File: config.mk
export PLATFORM = sky130hd
export DESIGN_NAME = spi_reg_ctrl_flat
export DESIGN_NICKNAME = d
export VERILOG_FILES = /design/src/rtl/spi_reg_ctrl_if.sv /design/src/rtl/spi_reg_ctrl.sv /design/src/flat_wrapper.sv
export SDC_FILE = /design/constraint.sdc
export NUM_CORES = 1
export LEC_CHECK = 0
export CAP_MARGIN = 20
export CORE_ASPECT_RATIO = 1.2
export CORE_UTILIZATION = 52
export CTS_CLUSTER_DIAMETER = 30
export CTS_CLUSTER_SIZE = 28
export DETAILED_ROUTE_END_ITERATION = 7
export PLACE_DENSITY_LB_ADDON = 0.3
export SLEW_MARGIN = 20
export SYNTH_ARGS = -nofsm -noshare
export SYNTH_HDL_FRONTEND = slang
export SYNTH_SLANG_ARGS = --single-unit
File: constraint.sdc
create_clock -name clk_i -period 4.9 [get_ports clk_i]
set_input_delay 0.98 -clock clk_i [delete_from_list [all_inputs] [get_ports clk_i]]
set_output_delay 0.98 -clock clk_i [all_outputs]
set_load 0.05 [all_outputs]
File: src/rtl/spi_reg_ctrl_if.sv
// Byte-level handshake between the SPI slave byte engine and the register controller.
// The controller side is "master" (it calls for transmits); the byte engine side is "slave".
interface spi_reg_ctrl_if;
    logic       cs_n;
    logic [7:0] rx_data;
    logic       rx_done;
    logic       tx_done;
    logic       tx_call;
    logic [7:0] tx_data;

    modport master (input cs_n, rx_data, rx_done, tx_done, output tx_call, tx_data);
    modport slave  (output cs_n, rx_data, rx_done, tx_done, input tx_call, tx_data);
endinterface

File: src/rtl/spi_reg_ctrl.sv
// SPI command/register controller: command byte + data burst per chip-select frame,
// RW control bank at low addresses, RO status window above, auto-incrementing pointer.
module spi_reg_ctrl #(
    parameter int          ADDR_W   = 4,
    parameter int          RW_N     = 8,
    parameter logic [63:0] CTRL_RST = 64'h0
) (
    input  logic                clk_i,
    input  logic                rst_i,
    spi_reg_ctrl_if.master      bus,
    output logic [63:0]         ctrl_regs_o,
    input  logic [63:0]         status_in_i,
    output logic                wr_stb_o,
    output logic [ADDR_W-1:0]   wr_addr_o,
    output logic                err_o
);
    typedef enum logic [2:0] {IDLE, CMD, WR, RD, DROP} state_e;

    localparam logic [ADDR_W:0] RW_LIM = (ADDR_W+1)'(RW_N);

    state_e            state_q, state_d;
    logic [ADDR_W-1:0] ptr_q, ptr_d, wr_addr_q, wr_addr_d;
    logic [7:0][7:0]   ctrl_q, ctrl_d, status_b;
    logic [7:0]        tx_data_q, tx_data_d;
    logic              tx_call_q, tx_call_d;
    logic              wr_stb_q, wr_stb_d;
    logic              err_q, err_d;
    logic              armed_q, armed_d;
    logic [ADDR_W-1:0] cmd_addr, nxt_addr;
    logic [7:0]        cmd_byte, nxt_byte;

    function automatic logic [7:0] rd_byte(input logic [ADDR_W-1:0] a,
                                           input logic [7:0][7:0] c,
                                           input logic [7:0][7:0] s);
        if ({1'b0, a} < RW_LIM) return c[a[2:0]];
        return s[3'(a - ADDR_W'(RW_N))];
    endfunction

    assign status_b = status_in_i;
    assign cmd_addr = bus.rx_data[ADDR_W-1:0];
    assign nxt_addr = ptr_q + ADDR_W'(1);
    assign cmd_byte = rd_byte(cmd_addr, ctrl_q, status_b);
    assign nxt_byte = rd_byte(nxt_addr, ctrl_q, status_b);

    always_comb begin
        state_d   = state_q;
        ptr_d     = ptr_q;
        ctrl_d    = ctrl_q;
        tx_data_d = tx_data_q;
        tx_call_d = tx_call_q;
        wr_stb_d  = 1'b0;
        wr_addr_d = wr_addr_q;
        err_d     = err_q;
        // A command is only accepted after cs_n has been seen high since reset.
        armed_d   = armed_q | bus.cs_n;

        if (bus.cs_n) begin
            state_d   = IDLE;
            tx_call_d = 1'b0;
        end else begin
            case (state_q)
                IDLE: if (armed_q) state_d = CMD;
                CMD: if (bus.rx_done) begin
                    if (bus.rx_data[6:4] != 3'b000) begin
                        err_d   = 1'b1;
                        state_d = DROP;
                    end else begin
                        ptr_d = cmd_addr;
                        if (bus.rx_data[7]) begin
                            state_d   = RD;
                            tx_data_d = cmd_byte;
                            tx_call_d = 1'b1;
                        end else begin
                            state_d = WR;
                        end
                    end
                end
                WR: if (bus.rx_done) begin
                    ptr_d = nxt_addr;
                    if ({1'b0, ptr_q} < RW_LIM) begin
                        wr_stb_d              = 1'b1;
                        wr_addr_d             = ptr_q;
                        ctrl_d[ptr_q[2:0]]    = bus.rx_data;
                        // Bit 7 of register 0 is a write-1-to-clear strobe for err, never stored.
                        if (ptr_q == '0) begin
                            ctrl_d[0][7] = 1'b0;
                            if (bus.rx_data[7]) err_d = 1'b0;
                        end
                    end else begin
                        err_d = 1'b1;
                    end
                end
                RD: if (bus.tx_done) begin
                    ptr_d     = nxt_addr;
                    tx_data_d = nxt_byte;
                end
                DROP:    tx_call_d = 1'b0;
                default: state_d   = IDLE;
            endcase
        end
    end

    always_ff @(posedge clk_i) begin
        if (rst_i) begin
            state_q   <= IDLE;
            ptr_q     <= '0;
            ctrl_q    <= CTRL_RST;
            tx_data_q <= '0;
            tx_call_q <= 1'b0;
            wr_stb_q  <= 1'b0;
            wr_addr_q <= '0;
            err_q     <= 1'b0;
            armed_q   <= 1'b0;
        end else begin
            state_q   <= state_d;
            ptr_q     <= ptr_d;
            ctrl_q    <= ctrl_d;
            tx_data_q <= tx_data_d;
            tx_call_q <= tx_call_d;
            wr_stb_q  <= wr_stb_d;
            wr_addr_q <= wr_addr_d;
            err_q     <= err_d;
            armed_q   <= armed_d;
        end
    end

    assign bus.tx_call  = tx_call_q;
    assign bus.tx_data  = tx_data_q;
    assign ctrl_regs_o  = ctrl_q;
    assign wr_stb_o     = wr_stb_q;
    assign wr_addr_o    = wr_addr_q;
    assign err_o        = err_q;
endmodule

File: src/flat_wrapper.sv
// flat-port wrapper written by rule: the top's interface ports become plain ports
module spi_reg_ctrl_flat 
#(
    parameter int          ADDR_W   = 4,
    parameter int          RW_N     = 8,
    parameter logic [63:0] CTRL_RST = 64'h0
)
  (clk_i, rst_i, ctrl_regs_o, status_in_i, wr_stb_o, wr_addr_o, err_o, bus_cs_n, bus_rx_data, bus_rx_done, bus_tx_done, bus_tx_call, bus_tx_data);
  spi_reg_ctrl_if bus_i ();
  input  logic clk_i;
  input  logic rst_i;
  output logic [63:0] ctrl_regs_o;
  input  logic [63:0] status_in_i;
  output logic wr_stb_o;
  output logic [ADDR_W-1:0] wr_addr_o;
  output logic err_o;
  input wire logic [$bits(bus_i.cs_n)-1:0] bus_cs_n;
  input wire logic [$bits(bus_i.rx_data)-1:0] bus_rx_data;
  input wire logic [$bits(bus_i.rx_done)-1:0] bus_rx_done;
  input wire logic [$bits(bus_i.tx_done)-1:0] bus_tx_done;
  output wire logic [$bits(bus_i.tx_call)-1:0] bus_tx_call;
  output wire logic [$bits(bus_i.tx_data)-1:0] bus_tx_data;
  assign bus_i.cs_n = bus_cs_n;
  assign bus_i.rx_data = bus_rx_data;
  assign bus_i.rx_done = bus_rx_done;
  assign bus_i.tx_done = bus_tx_done;
  assign bus_tx_call = bus_i.tx_call;
  assign bus_tx_data = bus_i.tx_data;
  spi_reg_ctrl #(.ADDR_W(ADDR_W), .RW_N(RW_N), .CTRL_RST(CTRL_RST)) u_core (.clk_i(clk_i), .rst_i(rst_i), .bus(bus_i), .ctrl_regs_o(ctrl_regs_o), .status_in_i(status_in_i), .wr_stb_o(wr_stb_o), .wr_addr_o(wr_addr_o), .err_o(err_o));
endmodule
# Word level (Yosys, flattened, before mapping)
# Index checks and enable logic that the tools add are counted.
# op_classes
addsub	3
order_cmp	9
eq_ne	13
n_mux	45
n_bitwise	5
reduce_logical	17
# ops
op	count
two-way mux 8 bit	13
binary-select mux 8 bit (select 3 bit)	4
bitwise mux 64 bit	1
demux 8 bit (select 3 bit)	1
< comparator 3 x 4 -> 1 bit, second input constant	5
two-way mux 4 bit	4
one-hot mux 8 bit (2 select lines)	1
two-way mux 1 bit	14
< comparator 4 bit, second input constant	3
one-hot mux 4 bit (3 select lines)	1
AND reduction 6 bit	2
!= test 2 bit, second input constant	5
two-way mux 3 bit	3
one-hot mux 3 bit (3 select lines)	1
AND reduction 4 bit	2
AND reduction 7 bit	1
== test 3 x 2 -> 1 bit, second input constant	2
!= test 3 bit, second input constant	2
nonzero test 2 bit	3
nonzero test 3 bit	2
subtractor 3 x 1 -> 3 bit, second input constant	2
adder 4 x 1 -> 4 bit, second input constant	1
logical NOT 4 bit	1
!= test 2 x 1 -> 1 bit, second input constant	2
other kinds (12)	16
# totals
reg_bits	87
in_bits	77
output_inout_bits	79

# Depth between registers and ports, before layout
# Gate-level depths: netlist (run 1).
# depth
depth_word	8
depth_mapped	10

# Worst setup path after synthesis (run 1)
# Ideal clock, no wire load.
# synth_path
path_type	input to register
from	in bus_rx_data[1]
to	reg u_core.tx_data_q[0], in the netlist u_core.bus.tx_data[0]
setup_time_ns	0.117
arrival_ns	2.683
t_required_ns	4.783
setup_slack_ns	2.100
cell_stages	6
path_buffers	2
path_cell_list	buf_2 buf_1 mux4_2 mux4_2 or2_0 a32o_1
# synth_via
elab_chain_cells	8
# synth_rtl
item	line_no	source
from (decl)	flat_wrapper.sv:18	input wire logic [$bits(bus_i.rx_data)-1:0] bus_rx_data;
subtractor 3 x 1 -> 3 bit or binary-select mux 8 bit (select 3 bit) (tied branches)	spi_reg_ctrl.sv:36, spi_reg_ctrl.sv:35	
binary-select mux 8 bit (select 3 bit) or two-way mux 8 bit (tied branches)	spi_reg_ctrl.sv:36, spi_reg_ctrl.sv:35	
two-way mux 8 bit, on equally long branches	spi_reg_ctrl.sv:36, spi_reg_ctrl.sv:35	
two-way mux 8 bit (*)	spi_reg_ctrl.sv:36	return s[3'(a - ADDR_W'(RW_N))];
two-way mux 8 bit (*)	spi_reg_ctrl.sv:69	if (bus.rx_data[7]) begin
two-way mux 8 bit (*)	spi_reg_ctrl.sv:64	if (bus.rx_data[6:4] != 3'b000) begin
two-way mux 8 bit (*)	spi_reg_ctrl.sv:63	CMD: if (bus.rx_done) begin
one-hot mux 8 bit (2 select lines) (*)	spi_reg_ctrl.sv:61	case (state_q)
to (signal assigned)	spi_reg_ctrl.sv:118	tx_data_q <= tx_data_d;
to (decl)	spi_reg_ctrl.sv:24	logic [7:0] tx_data_q, tx_data_d;
# Mark *: on every way between the ends. The rest lies on a longest branch, timed or not. The select of a mux whose other input is x is not followed.
# A chain may end at the register's enable or synchronous reset.

# Worst setup path after layout (run 1)
# layout_path
from	in bus_rx_data[4]
to	reg u_core.ptr_q[1]
# layout_via
elab_chain_cells	3
# layout_rtl
item	line_no	source
nonzero test 3 bit	spi_reg_ctrl.sv:64	
!= test 2 bit (no source line)	n/a	
AND reduction 6 bit (no source line)	n/a	
to (signal assigned)	spi_reg_ctrl.sv:116	ptr_q <= ptr_d;
to (decl)	spi_reg_ctrl.sv:22	logic [ADDR_W-1:0] ptr_q, ptr_d, wr_addr_q, wr_addr_d;
# Every way passes these cells.

==> results of run 1 <==
[where the power goes]
group	internal (uW)	switching [uW]	leakage, uW
sequential	709	4.64	0.000701
combinational	120	98.8	0.00175
clock	396	309	0.000138
[cell usage after synthesis (2+ instances only)]
library cell,number
mux4_2,69
nand2_1,43
nor4_4,4
o211ai_1,2
o21ai_0,5
xnor2_1,3
dfxtp_1,87
nand2b_1,2
inv_1,4
buf_2,13
buf_1,6
clkinv_1,2
buf_4,3
nor3_1,3
a32o_1,8
nand3_1,10
a311oi_1,4
ha_1,2
mux2_2,2
and2_1,3
a211oi_1,2
clkbuf_1,22
nor2_1,77
a31oi_1,9
nor2b_1,2
nand4_1,4
nor4_1,2
mux2i_1,67
a21oi_1,9
or2_0,7
[per-stage QoR]
stage                     std cells  instance area, sq um  setup WS [ns]  power [uW]
after floorplan                 496                  5470           2.10         851
after global placement          738                  7000           1.50         936
after detailed placement        738                  7000           1.41         942
after CTS                       753                  7290           1.67        1630
after global routing            753                  7300           1.47        1680
final                           753                  7300           1.57        1640
[layout make-up]
class                   count  area (sq um)  share of cell area (%)
clock buffers               9           225                    3.09
clock inverters             6          71.3                   0.977
inverters                   7          26.3                   0.360
multi-input cells         356          3490                    47.8
flip-flops and latches     87          1740                    23.9
well taps                 126           158                    2.16
repair buffers            162          1590                    21.8
[cell families after synthesis]
kind of cell             count (synthesis)  share of synthesized area, %
XOR/XNOR                                 3                         0.480
buffers and inverters                   53                          4.57
AO/OA/AOI/OAI                           47                          6.24
multiplexers                           139                          41.6
AND/OR/NAND/NOR                        165                          14.9
adder cells (fa/ha/maj)                  2                         0.457
flip-flops                              87                          31.8
[final timing paths]
path / endpoint / cells after the start
worst min-delay path: u_core.wr_addr_o[2] / 2
worst max-delay path: u_core.ptr_q[1] / 6
worst max register to register: u_core.bus.tx_data[4] / 7
worst min register to register: u_core.wr_addr_o[2] / 2
[flip-flops by register name, indices dropped and copies added, names as in the netlist]
signal and cells:
u_core.bus.tx_data 8, u_core.bus.tx_call 1, u_core.state_q 3, u_core.err_o 1
u_core.armed_q 1, u_core.ptr_q 4, u_core.wr_addr_o 4, u_core.wr_stb_o 1
u_core.ctrl_regs_o 64
[layer usage]
layer	track usage [%]	routed length, um	vias up
met4	13.5	589	0
li1	-	-	2136
met3	8.57	1750	58
met5	0	0	-
met1	41.6	6610	2481
met2	54.1	8820	318
[worst max-delay path, stage by stage]
cell and delay (ns):
clkdlybuf4s50_1 0.62, nor3_4 0.51, o21ai_0 0.20, a311oi_1 0.83, nor2_1 0.10, a311oi_1 0.32
==> reports/metrics.cfg, run 1 <==
[cts]
cts_hold_buf=0
path_clk_slew_ns=0.06
post_cts_buffers=0
cts_buffer_depth=2
numCtsBuffers=9
clock_latency_ns=0.35
cts_sinks=87
htree_levels=3
ctsResizeCount=0
cts-root-buf=clkbuf_16
cts_tree=built

[power_and_ir_drop]
p_leak_uw=0.00259
ir_drop_mv=0.245
power.density_mw_per_mm2=224

[finish]
antennaDiodeCount=0
area_delta_synth_final_pct=33.4
drive_gt1_share_pct=17.1
fillers=724
final_core_util_pct=72.2
mostFrequentLayoutCells=clkdlybuf4s50_1, dfxtp_1, nor2_1
final_common_cell=clkdlybuf4s50_1
nets=702

[worst_setup_path]
rr_startpoint=u_core.ptr_q[1]
critical_path_class=primary input to flip-flop
cp.arrival_ns=3.57
critPathMaxFanout=9
critical_path.startpoint_type=primary input
cp-startpoint=bus_rx_data[4]
worst_ep_required_time_ns=5.14
endpoint_kind=flip-flop
reg2reg_slack_ns=1.80

[routing]
vias=4993
firstDrtPassIters=7
ant_nets=0
wirelength_mm=17.8
drt_iter0_markers=530
wl_per_cell_um=23.6
remaining_drc_errors=0
via_per_inst=6.63

[synthesis]
yosys-top-cells-area=dfxtp_1, mux4_2, mux2i_1
yosys_register_bits=87
synth_ff_type=dfxtp_1
ys_seq_area_share_pct=31.8
synth-warning-count=0
yosys.area.top_type=dfxtp_1
synth_edf_count=0
synth-async-reset-ratio_pct=0
synth.net_count=575
netlist_instances=496
ys_types=50
synth_top_area_share_pct=31.8
avgSynthCellArea_sq_um=11.0
synth.cell_area_sq_mm=0.00547

[place]
port_buffers=155
place_congestion=0.909
hpwl_mm=12.6

[sta]
fmax_mhz=301
finalHoldViolations=0
min_period_ns=3.33
hold_ws_ns=0.463
rsz0062_at_grt=false
period_share_pct=67.9
setup_viol_count_final=0
drv_slew=0
tns_ns=0
slew_headroom_pct=27.1
worst_slew_pin_slew_ns=1.09
skew_ns=0.00748

[die]
dieArea_sq_mm=0.0109
die_x_um=95.6
core_sq_mm=0.0101
start_util_pct=54.1
io_pins=156
rows=40
die_h_um=114

[min_path]
hp-start=u_core.wr_addr_o[2]
hold_path.class=flip-flop to flip-flop

[grt]
grt_max_degree=80
grt_pass1_wl_mm=26.9
antenna_found_initial=0
first_global_vias=4922
grt_usage_pct=33.2
grt_overflow=0

[outcome]
outcome=finished clean

[flow_run]
drv_cap=0

Power figures use the tool's default switching activity.
==> run 2: changes to the inputs <==
--- a/config.mk
+++ b/config.mk
@@ -7,7 +7,7 @@
 export LEC_CHECK = 0
 export CAP_MARGIN = 20
 export CORE_ASPECT_RATIO = 1.2
-export CORE_UTILIZATION = 52
+export CORE_UTILIZATION = 44
 export CTS_CLUSTER_DIAMETER = 30
 export CTS_CLUSTER_SIZE = 28
 export DETAILED_ROUTE_END_ITERATION = 7
==> constraint.sdc (replaced) <==
create_clock -name clk_i -period 2.9 [get_ports clk_i]
set_input_delay 0.58 -clock clk_i [delete_from_list [all_inputs] [get_ports clk_i]]
set_output_delay 0.58 -clock clk_i [all_outputs]
set_load 0.05 [all_outputs]
==> reports/metrics.cfg, run 2 (same netlist as run 1, synthesis figures left out) <==
[sta]
drv_slew=0
min_period_ns=2.61
period_share_pct=89.8
fmax_mhz=384
setup_viol_count_final=0
worst_slew_pin_slew_ns=0.982
tns_ns=0
slew_headroom_pct=34.2
rsz0062_at_grt=false
skew_ns=0.00524
fin_ws_ns=0.294
finalHoldViolations=0

[routing]
ant_nets=0
vias=4949
wl_per_cell_um=22.1
drt_iter0_markers=364
via_per_inst=6.08
wirelength_mm=18.0
firstDrtPassIters=5
remaining_drc_errors=0

[die]
start_util_pct=45.2
io_pins=156
rows=44
die_x_um=104
dieArea_sq_mm=0.0129
core_sq_mm=0.0121
die_h_um=124

[power_and_ir_drop]
p_leak_uw=0.00273
seqPwrFrac_pct=42.2
power_frac_clock_pct=44.4
ir_drop_mv=0.328
pwr-share-comb_pct=13.4
p_switching_uw=676
internal_power_uw=2170
power.density_mw_per_mm2=376
switching_share_pct=23.7

[finish]
area_delta_synth_final_pct=38.4
stdcell_count=814
final_core_util_pct=62.5
final_common_cell=clkdlybuf4s50_1
mostFrequentLayoutCells=clkdlybuf4s50_1, dfxtp_1, nor2_1
drive_gt1_share_pct=20.1
nets=727
largest_reg_flops=64
antennaDiodeCount=0
fillers=981

[outcome]
outcome=finished clean

[cts]
cts_tree=built
numCtsBuffers=9
path_clk_slew_ns=0.07
cts-root-buf=clkbuf_16
post_cts_buffers=0
clock_latency_ns=0.34
cts_sinks=87
cts_hold_buf=0
ctsResizeCount=0
htree_levels=3
cts_buffer_depth=2

[place]
post-place-cells=798
place_ws_ns=0.123
hpwl_mm=12.9
port_buffers=155
place_congestion=0.885

[worst_setup_path]
worst_ep_required_time_ns=3.13
critPathMaxFanout=20
cp.arrival_ns=2.84
endpoint_kind=flip-flop
critical_path_class=flip-flop to flip-flop
critical_path.startpoint_type=flip-flop

[flow_run]
drv_cap=0

[grt]
first_global_vias=4831
grt_overflow=0
grt_max_degree=78
grt_usage_pct=27.9
antenna_found_initial=0
grt_pass1_wl_mm=27.4

[min_path]
hold_path.class=flip-flop to flip-flop

==> run 2: cell count changes in the layout (fill, tap and decap cells not counted) <==
cell / delta
buf_4: +23
bufinv_16: +1
buf_12: +2
xnor2_1: +1
clkinvlp_4: -1
xnor2_2: -1
clkbuf_1: +1
==> run 2: power by group through the flow <==
| stage | combinational (uW) | sequential (uW) | clock [uW] |
|---|---|---|---|
| CTS | 380 | 1200 | 1270 |
| global placement | 371 | 1230 | 0 |
| finish | 382 | 1200 | 1270 |
| detailed placement | 377 | 1230 | 0 |
| global route | 402 | 1200 | 1330 |
| floorplan | 210 | 1230 | 0 |
==> run 2: metal layers <==
layer  part of all wire, %  global-route usage, %  routed length [um]  up-vias
met1                    41                   36.2                7360     2487
met2                    49                   46.8                8890      245
li1                      -                      -                   -     2183
met5                     0                      0                   0        -
met4                   2.7                   11.0                 491        0
met3                   7.0                   5.08                1260       34
==> run 2: area by class of cell <==
cell class                 count  area (sq um)  share of cell area, %
clock buffer                  10           229                   3.02
clock inverter                 6          93.8                   1.24
inverter                       7          26.3                  0.347
multi-input combinational    356          3480                   45.9
sequential                    87          1740                   23.0
tap                          161           201                   2.66
timing repair buffer         187          1800                   23.8
==> run 2: per-stage QoR <==
step,cell area [sq um],total power [uW],hold WS [ns]
finish,7570,2850,0.458
global route,7570,2940,0.487
CTS,7570,2860,0.460
detailed placement,7250,1610,0.451
global placement,7250,1600,0.449
floorplan,5470,1440,0.434
==> run 2: path summary, 6_finish.rpt <==
check / slack, ns / cells past startpoint / endpoint / start
min: 0.46 / 2 / u_core.wr_addr_o[2] / u_core.wr_addr_o[2]
max: 0.29 / 7 / u_core.bus.tx_data[7] / u_core.ptr_q[0]
min reg2reg: 0.46 / 2 / u_core.wr_addr_o[2] / u_core.wr_addr_o[2]
max reg2reg: 0.29 / 7 / u_core.bus.tx_data[7] / u_core.ptr_q[0]
==> run 2: critical path: stages (launching register included) <==
cell and delay (ns):
dfxtp_2 0.46, clkinv_1 0.27, ha_1 0.43, buf_4 0.35, mux4_2 0.56, nand2_1 0.08
nand3_1 0.07, a32o_1 0.27
==> run 3: changes to the inputs <==
--- a/config.mk
+++ b/config.mk
@@ -6,11 +6,11 @@
 export NUM_CORES = 1
 export LEC_CHECK = 0
 export CAP_MARGIN = 20
-export CORE_ASPECT_RATIO = 1.2
-export CORE_UTILIZATION = 44
+export CORE_UTILIZATION = 55
 export CTS_CLUSTER_DIAMETER = 30
 export CTS_CLUSTER_SIZE = 28
 export DETAILED_ROUTE_END_ITERATION = 7
+export DONT_BUFFER_PORTS = 1
 export PLACE_DENSITY_LB_ADDON = 0.3
 export SLEW_MARGIN = 20
 export SYNTH_ARGS = -nofsm -noshare
==> constraint.sdc (replaced) <==
create_clock -name clk_i -period 2.9 [get_ports clk_i]
set_input_delay 0.58 -clock clk_i [delete_from_list [all_inputs] [get_ports clk_i]]
set_output_delay 0.58 -clock clk_i [all_outputs]
set_load 0.02 [all_outputs]
==> reports/metrics.cfg, run 3 (same netlist as run 1, synthesis figures left out) <==
[place]
place_ws_ns=0.420
place_area_sq_mm=0.00557
port_buffers=0
place_congestion=0.877
hpwl_mm=11.3

[routing]
firstDrtPassIters=5
via_per_inst=6.94
drt_iter0_markers=430
wirelength_mm=15.6
remaining_drc_errors=0
vias=4298
ant_nets=0
wl_per_cell_um=25.2

[cts]
cts-root-buf=clkbuf_8
ctsResizeCount=0
cts_tree=built
post_cts_buffers=0
htree_levels=3
numCtsBuffers=9
clock_latency_ns=0.36
cts_buffer_depth=2
path_clk_slew_ns=0.10
cts_sinks=87
cts_hold_buf=0

[worst_setup_path]
critPathMaxFanout=7
endpoint_kind=flip-flop
critical_path.startpoint_type=flip-flop
critPathMaxStageDelay_ns=0.55
reg2reg_depth=7
timing.critical_path.cells=clkinv_1 -> ha_1 -> buf_4 -> mux4_2 -> mux2_2 -> a22oi_1 -> o211ai_1
cp.arrival_ns=2.76
rr_startpoint=u_core.ptr_q[1]
reg2reg_slack_ns=0.38
critical_path_class=flip-flop to flip-flop
slowest_stage=ha_1
worst_ep_required_time_ns=3.14
reg2reg_to=u_core.bus.tx_data[4]

[flow_run]
drv_cap=0

[min_path]
holdPathEnd=u_core.state_q[1]
holdPathStages=1
hold_path.class=primary input to flip-flop
hp-start=bus_cs_n

[grt]
first_global_vias=4208
grt_usage_pct=30.4
antenna_found_initial=0
grt_pass1_wl_mm=23.5
grt_max_degree=80
grt_overflow=0

[sta]
finalHoldViolations=0
fin_ws_ns=0.385
worst_slew_pin_slew_ns=0.910
slew_headroom_pct=39.0
min_period_ns=2.52
period_share_pct=86.7
drv_slew=0
fmax_mhz=398
setup_viol_count_final=0
hold_ws_ns=0.277
rsz0062_at_grt=false
tns_ns=0
skew_ns=0.0138

[finish]
fillers=824
mostFrequentLayoutCells=dfxtp_1, nor2_1, mux4_2
final_common_cell=dfxtp_1
antennaDiodeCount=0
final_core_util_pct=59.3
area_delta_synth_final_pct=5.44
nets=560
largest_reg_flops=64
drive_gt1_share_pct=24.1
final_cell_area_sq_mm=0.00577

[die]
die_x_um=102
dieArea_sq_mm=0.0104
start_util_pct=56.2
die_h_um=102
rows=36
io_pins=156
core_sq_mm=0.00973

[power_and_ir_drop]
p_leak_uw=0.00205
power.density_mw_per_mm2=396
ir_drop_mv=0.239

[outcome]
outcome=finished clean

-- run 3: power breakdown --
part / total (uW) / internal (uW) / leakage (uW) / switching, uW
combinational: 186 / 116 / 0.00125 / 69.4
sequential: 1200 / 1200 / 0.000701 / 4.86
clock: 895 / 411 / 0.000102 / 484
-- run 3: layer usage --
metal  vias to the layer above  global-route usage (%)  wire (um)  share of wire (%)
li1                       1846                       -          -                  -
met1                      2104                    41.4       6170                 40
met2                       311                    45.9       7130                 46
met3                        37                    9.66       1930                 12
met4                         0                    10.0        377                2.4
met5                         -                       0          0                  0
-- run 3: worst max-delay path by stage --
stage                                  to  cells after the start  slack [ns]             from
CTS                 u_core.bus.tx_data[4]                      7        0.42  u_core.ptr_q[1]
global route        u_core.bus.tx_data[4]                      7        0.24  u_core.ptr_q[1]
finish              u_core.bus.tx_data[4]                      7        0.38  u_core.ptr_q[1]
floorplan           u_core.bus.tx_data[0]                     10        0.11  u_core.ptr_q[0]
detailed placement  u_core.bus.tx_data[4]                      7        0.42  u_core.ptr_q[1]
global placement    u_core.bus.tx_data[4]                      7        0.52  u_core.ptr_q[1]
-- run 3: critical path, delay by kind of cell (launching register included) --
family / cells / cell delay, ns
AOI/OAI and AO/OA: 2 / 0.23
adders and majority gates: 1 / 0.55
buffers and inverters: 2 / 0.44
DFF: 1 / 0.36
muxes: 2 / 0.82
-- run 3: final cells by class --
| cell class | count | area (sq um) | area share [%] |
|---|---|---|---|
| multi-input combinational | 356 | 3480 | 60.3 |
| clock buffer | 9 | 124 | 2.15 |
| sequential | 87 | 1740 | 30.2 |
| tap | 133 | 166 | 2.88 |
| inverter | 7 | 26.3 | 0.455 |
| clock inverter | 7 | 80.1 | 1.39 |
| timing repair buffer | 20 | 150 | 2.60 |
-- run 3: metrics by stage --
stage               total power, uW  instances
floorplan                      1440        496
global placement               1410        603
detailed placement             1410        603
CTS                            2290        619
global route                   2360        619
finish                         2280        619
